File: src/rtl/serial_adder_if.sv
// Handshake and operand/result bundle for serial_adder.
// The sub select exists only when SERIAL_ADDER_SUB_EN is defined.
interface serial_adder_if #(
    parameter int WIDTH = 8
);
    logic             start;
    logic [WIDTH-1:0] in1;
    logic [WIDTH-1:0] in2;
    logic             c_in;
`ifdef SERIAL_ADDER_SUB_EN
    logic             sub;
`endif
    logic             busy;
    logic             done;
    logic [WIDTH-1:0] sum;
    logic             c_out;

    modport master (
        output start, in1, in2, c_in,
`ifdef SERIAL_ADDER_SUB_EN
        output sub,
`endif
        input  busy, done, sum, c_out
    );

    modport slave (
        input  start, in1, in2, c_in,
`ifdef SERIAL_ADDER_SUB_EN
        input  sub,
`endif
        output busy, done, sum, c_out
    );
endinterface

File: src/rtl/serial_adder.sv
// Digit-serial adder: DIGIT bits per clock through a registered carry, N = WIDTH/DIGIT cycles.
// Optional subtract mode (in1 + ~in2 + 1) is built only when SERIAL_ADDER_SUB_EN is defined.
module serial_adder #(
    parameter int WIDTH = 8,
    parameter int DIGIT = 2
) (
    input  logic           clk,
    input  logic           rst_n,
    serial_adder_if.slave  bus
);
    localparam int N  = WIDTH / DIGIT;
    localparam int CW = (N > 1) ? $clog2(N) : 1;

    typedef enum logic [1:0] {
        IDLE = 2'd0,
        RUN  = 2'd1,
        DONE = 2'd2
    } state_t;

    state_t           state_r;
    state_t           state_next_s;
    logic [CW-1:0]    cnt_r;
    logic [WIDTH-1:0] a_r;
    logic [WIDTH-1:0] b_r;
    logic [WIDTH-1:0] psum_r;
    logic [WIDTH-1:0] sum_r;
    logic             carry_r;
    logic             c_out_r;
    logic             busy_r;
    logic             done_r;

    logic             load_s;
    logic             last_s;
    logic [DIGIT:0]   digit_s;
    logic [WIDTH-1:0] psum_next_s;
    logic [WIDTH-1:0] b_load_s;
    logic             carry_load_s;

    // Operand conditioning at capture: subtract folds into B inversion plus forced carry-in.
    always_comb begin
        b_load_s     = bus.in2;
        carry_load_s = bus.c_in;
`ifdef SERIAL_ADDER_SUB_EN
        if (bus.sub) begin
            b_load_s     = ~bus.in2;
            carry_load_s = 1'b1;
        end else begin
            b_load_s     = bus.in2;
            carry_load_s = bus.c_in;
        end
`endif
    end

    // One digit of the full-adder chain, and the partial sum with the new digit shifted in at the top.
    always_comb begin
        digit_s     = {1'b0, a_r[DIGIT-1:0]} + {1'b0, b_r[DIGIT-1:0]} + (DIGIT+1)'(carry_r);
        psum_next_s = (psum_r >> DIGIT) | (WIDTH'(digit_s[DIGIT-1:0]) << (WIDTH - DIGIT));
    end

    // Next-state logic; DONE accepts a new start exactly like IDLE.
    always_comb begin
        state_next_s = state_r;
        load_s       = 1'b0;
        last_s       = 1'b0;
        case (state_r)
            IDLE, DONE: begin
                if (bus.start) begin
                    state_next_s = RUN;
                    load_s       = 1'b1;
                end else begin
                    state_next_s = IDLE;
                end
            end
            RUN: begin
                if (cnt_r == CW'(N - 1)) begin
                    state_next_s = DONE;
                    last_s       = 1'b1;
                end else begin
                    state_next_s = RUN;
                end
            end
            default: begin
                state_next_s = IDLE;
            end
        endcase
    end

    // State register.
    always_ff @(posedge clk or negedge rst_n) begin
        if (!rst_n) begin
            state_r <= IDLE;
        end else begin
            state_r <= state_next_s;
        end
    end

    // Datapath and registered outputs; sum/c_out are written only on the edge entering DONE.
    always_ff @(posedge clk or negedge rst_n) begin
        if (!rst_n) begin
            cnt_r   <= {CW{1'b0}};
            a_r     <= {WIDTH{1'b0}};
            b_r     <= {WIDTH{1'b0}};
            psum_r  <= {WIDTH{1'b0}};
            carry_r <= 1'b0;
            sum_r   <= {WIDTH{1'b0}};
            c_out_r <= 1'b0;
            busy_r  <= 1'b0;
            done_r  <= 1'b0;
        end else begin
            busy_r <= (state_next_s == RUN);
            done_r <= (state_next_s == DONE);
            if (load_s) begin
                a_r     <= bus.in1;
                b_r     <= b_load_s;
                carry_r <= carry_load_s;
                cnt_r   <= {CW{1'b0}};
                psum_r  <= {WIDTH{1'b0}};
            end else if (state_r == RUN) begin
                a_r     <= a_r >> DIGIT;
                b_r     <= b_r >> DIGIT;
                carry_r <= digit_s[DIGIT];
                cnt_r   <= cnt_r + CW'(1);
                psum_r  <= psum_next_s;
            end else begin
                cnt_r   <= cnt_r;
            end
            if (last_s) begin
                sum_r   <= psum_next_s;
                c_out_r <= digit_s[DIGIT];
            end else begin
                sum_r   <= sum_r;
            end
        end
    end

    assign bus.busy  = busy_r;
    assign bus.done  = done_r;
    assign bus.sum   = sum_r;
    assign bus.c_out = c_out_r;
endmodule
File: src/flat_wrapper.sv
// flat-port wrapper written by rule: the top's interface ports become plain ports
module serial_adder_flat 
#(
    parameter int WIDTH = 8,
    parameter int DIGIT = 2
)
  (clk, rst_n, bus_start, bus_in1, bus_in2, bus_c_in, bus_busy, bus_done, bus_sum, bus_c_out);
  serial_adder_if #(.WIDTH(WIDTH)) bus_i ();
  input  logic clk;
  input  logic rst_n;
  input wire logic [$bits(bus_i.start)-1:0] bus_start;
  input wire logic [$bits(bus_i.in1)-1:0] bus_in1;
  input wire logic [$bits(bus_i.in2)-1:0] bus_in2;
  input wire logic [$bits(bus_i.c_in)-1:0] bus_c_in;
  output wire logic [$bits(bus_i.busy)-1:0] bus_busy;
  output wire logic [$bits(bus_i.done)-1:0] bus_done;
  output wire logic [$bits(bus_i.sum)-1:0] bus_sum;
  output wire logic [$bits(bus_i.c_out)-1:0] bus_c_out;
  assign bus_i.start = bus_start;
  assign bus_i.in1 = bus_in1;
  assign bus_i.in2 = bus_in2;
  assign bus_i.c_in = bus_c_in;
  assign bus_busy = bus_i.busy;
  assign bus_done = bus_i.done;
  assign bus_sum = bus_i.sum;
  assign bus_c_out = bus_i.c_out;
  serial_adder #(.WIDTH(WIDTH), .DIGIT(DIGIT)) u_core (.clk(clk), .rst_n(rst_n), .bus(bus_i));
endmodule
File: config.mk
export PLATFORM = sky130hd
export DESIGN_NAME = serial_adder_flat
export DESIGN_NICKNAME = d
export VERILOG_FILES = /design/src/rtl/serial_adder_if.sv /design/src/rtl/serial_adder.sv /design/src/flat_wrapper.sv
export SDC_FILE = /design/constraint.sdc
export NUM_CORES = 1
export LEC_CHECK = 0
export BUFFER_PORTS_ARGS = -buffer_cell sky130_fd_sc_hd__buf_4
export CORE_ASPECT_RATIO = 1.1
export CORE_MARGIN = 8
export CORE_UTILIZATION = 40
export CTS_CLUSTER_DIAMETER = 120
export CTS_CLUSTER_SIZE = 28
export DETAILED_ROUTE_END_ITERATION = 8
export PLACE_DENSITY = 0.65
export SYNTH_ARGS = -nofsm -noshare
export SYNTH_HDL_FRONTEND = slang
export SYNTH_SLANG_ARGS = --single-unit
File: constraint.sdc
create_clock -name clk -period 1.9 [get_ports clk]
set_clock_uncertainty 0.05 [all_clocks]
set_input_delay 0.285 -clock clk [delete_from_list [all_inputs] [get_ports clk]]
set_output_delay 0.285 -clock clk [all_outputs]
set_load 0.02 [all_outputs]
==> impl_metrics.ini <==
[detailed_routing]
wl_per_cell_um = 14.25
vias = 1270
drcViolationCount = 0
drt_iter0_drc = 54
ant_nets = 0
drt_pass1_iterations = 4
routed_wl_um = 3491
viasPerCell = 5.184

[logic_synthesis]
synth_ff_type = dfrtp_1
synthCells = 159
synth-seq-area-share_pct = 50.90
synth_edf_count = 0
syn_avg_cell_area_sq_um = 11.75
ys_ff_latch = 38
synth_area_sq_um = 1868
async_reset_ff_share_pct = 100.0
netlist_top_cells_count = dfrtp_1, mux2i_1, a211oi_1, a21oi_1, nor2b_1
synth_top_cell_by_area = dfrtp_1
yosysMostFrequentCell = dfrtp_1
yosysWarnings = 0
synth_top_area_share_pct = 50.90
synth.distinct_cells = 22
synth.area.top_cells = dfrtp_1, mux2i_1, mux2_2
syn_nets = 182

[setup_path]
worstPathMaxFanout = 2
cp_num_buf_inv = 1
cpLargestDelayFamily = adder cells
max_stage_delay_ns = 0.44
startpoint_type = flip-flop
rr_worst_depth = 5
worstPathCellList = inv_1 > fa_1 > fa_1 > mux2_2 > a21oi_1
r2r_slack_ns = 0.08
critPathKind = reg -> reg
r2r_start = u_core.carry_r$_DFFE_PN0P_
worstPathRequired_ns = 2.07
slowest_stage = fa_1
end_kind = flip-flop
cpMostUsedCell = fa_1
r2r_end = u_core.carry_r$_DFFE_PN0P_
critical_path_arrival_ns = 1.99

[timing]
fmax_mhz = 549.9
tightestPinTransition_ns = 0.4805
finalCritPeriodShare_pct = 95.70
finalHoldViolations = 0
finalSetupViolCount = 0
slew_headroom_pct = 67.97
rsz0062_at_grt = no
min_period_ns = 1.818
maxSlewViolCount = 0
fin_ws_ns = 0.08165
fin_setup_tns_ns = 0

[floorplanning]
start_util_pct = 40.73
die_h_um = 87.68
die_area_sq_um = 7115
io_pins = 31
rows = 26
die_w_um = 81.16
coreArea_sq_um = 4587

[clocking]
cts_max_path_buffers = 2
cts-root-buf = clkbuf_8
cts_setup_buffers = 0
cts_buffers = 5
cts_tree = yes
cts_num_sinks = 38
clk_pin_slew_worst_paths_ns = 0.07
cts_htree_levels = 2
worst_skew_pair.late_latency_ns = 0.29

[placed_design]
numPortBuffers = 30
dp_slack_ns = 0.09227
place_inst = 237
dp_hpwl_um = 2467
finalWeightedCongestion = 0.7528

[global_routing]
grt_overflow = 0
grt_pass1_vias = 1303
grt_pass1_wl_um = 5830
grt_max_degree = 39
grtUsageTotal_pct = 10.49
antenna_found_initial = 0

[power_and_ir_drop]
seq_power_share_pct = 40.8
p_total_w = 0.003541
leakage_nw = 1.015
clockPowerShare_pct = 14.6
p_switching_w = 0.001290
p_comb_share_pct = 44.6
p_sw_share_pct = 36.44
p_per_area_nw_per_um2 = 1607
power.internal_w = 0.002250
peakVddDrop_uv = 500.4

[job]
cap_viol_max_count = 0

[final_layout]
layout-drive-gt1-share_pct = 29.10
num_antenna_cells = 0
fin_nets = 212
areaGrowthSynthToFinish_pct = 17.95
layout.cells.non_filler = 245
fin_util_pct = 48.04

[run_status]
status = finished, final reports clean

[hold_path]
worstHoldPathType = in -> reg
whs_path_depth = 3
min-delay-start = bus_in2[4]
holdPathEnd = u_core.b_r[4]$_DFFE_PN0P_
[worst min-delay path, cell delays in order]
cell and delay, ns:
buf_4 0.08, a211oi_1 0.06, a21oi_1 0.10
[final cells by class]
type	count	area [sq um]
clock buffers	7	76.32
well taps	56	70.07
flip-flops and latches	38	950.9
inverters	7	26.28
multi-input cells	102	814.5
fillers	428	2384
repair buffers	35	265.3
[per-layer routing]
layer	wire, um	global-route usage, %	share of wire, %
met1	1573	11.37	45
met2	1621	17.52	46
met3	234	4.415	6.7
met4	62	4.390	1.8
met5	0	0	0
[state kept, by name, indices dropped and copies added (netlist names)]
register	count
u_core.state_r	2
u_core.bus.c_out	1
u_core.b_r	8
u_core.psum_r	6
u_core.carry_r	1
u_core.cnt_r	2
u_core.bus.sum	8
u_core.bus.busy	1
u_core.bus.done	1
u_core.a_r	8
[worst max-delay path by stage]
stage	startpoint	end	slack, ns	cells after the start
after floorplan	u_core.carry_r$_DFFE_PN0P_	u_core.psum_r[7]$_DFFE_PN0P_	0.21	5
after global placement	u_core.carry_r$_DFFE_PN0P_	u_core.psum_r[7]$_DFFE_PN0P_	0.19	5
after detailed placement	u_core.carry_r$_DFFE_PN0P_	u_core.carry_r$_DFFE_PN0P_	0.09	5
after CTS	u_core.carry_r$_DFFE_PN0P_	u_core.carry_r$_DFFE_PN0P_	0.07	5
after global routing	u_core.carry_r$_DFFE_PN0P_	u_core.psum_r[7]$_DFFE_PN0P_	0.02	5
final	u_core.carry_r$_DFFE_PN0P_	u_core.carry_r$_DFFE_PN0P_	0.08	5
[timing repair]
| item | 4_1_cts | 5_1_grt |
|---|---|---|
| hold endpoints to repair | 38 | 0 |
| hold buffers | 1 | 0 |
| gates resized for setup | 0 | 0 |
[cells in the final DEF, fill, tap and decap left out]
cell type	instances
a211oi_1	13
a21oi_1	13
a22o_1	8
buf_4	34
clkbuf_1	2
clkbuf_8	5
dfrtp_1	38
dlygate4sd3_1	1
fa_1	2
ha_1	1
inv_1	7
mux2_2	12
mux2_4	2
mux2i_1	16
nand2_1	5
nand3_1	4
nand3b_4	1
nor2_1	1
nor2_2	1
nor2b_1	13
o21ai_0	9
xnor2_1	1
[power by group through the flow]
stage	sequential, W	combinational [W]	clock, W
final	0.00145	0.00158	0.000516
after global routing	0.00150	0.00176	0.000572
after global placement	0.00144	0.00153	0
after floorplan	0.00147	0.00115	0
after CTS	0.00145	0.00161	0.000537
after detailed placement	0.00146	0.00161	0
[cells by family after synthesis]
family          Yosys count  share of synthesized area, %
xor+xnor                  1                        0.4689
compound gates           43                         14.87
fa+ha+maj                 3                         2.813
simple gates             25                         8.038
buf+inv                  19                         5.492
mux                      30                         17.41
flops                    38                         50.90
[through the flow]
stage | instance area [sq um] | hold WS (ns)
6_report | 2203 | 0.2146
3_5_place_dp | 2117 | 0.2331
5_1_grt | 2203 | 0.2094
4_1_cts | 2203 | 0.2062
3_3_place_gp | 2117 | 0.2304
2_1_floorplan | 1868 | -0.06059
Note: power is estimated with default switching activity, not from simulation.
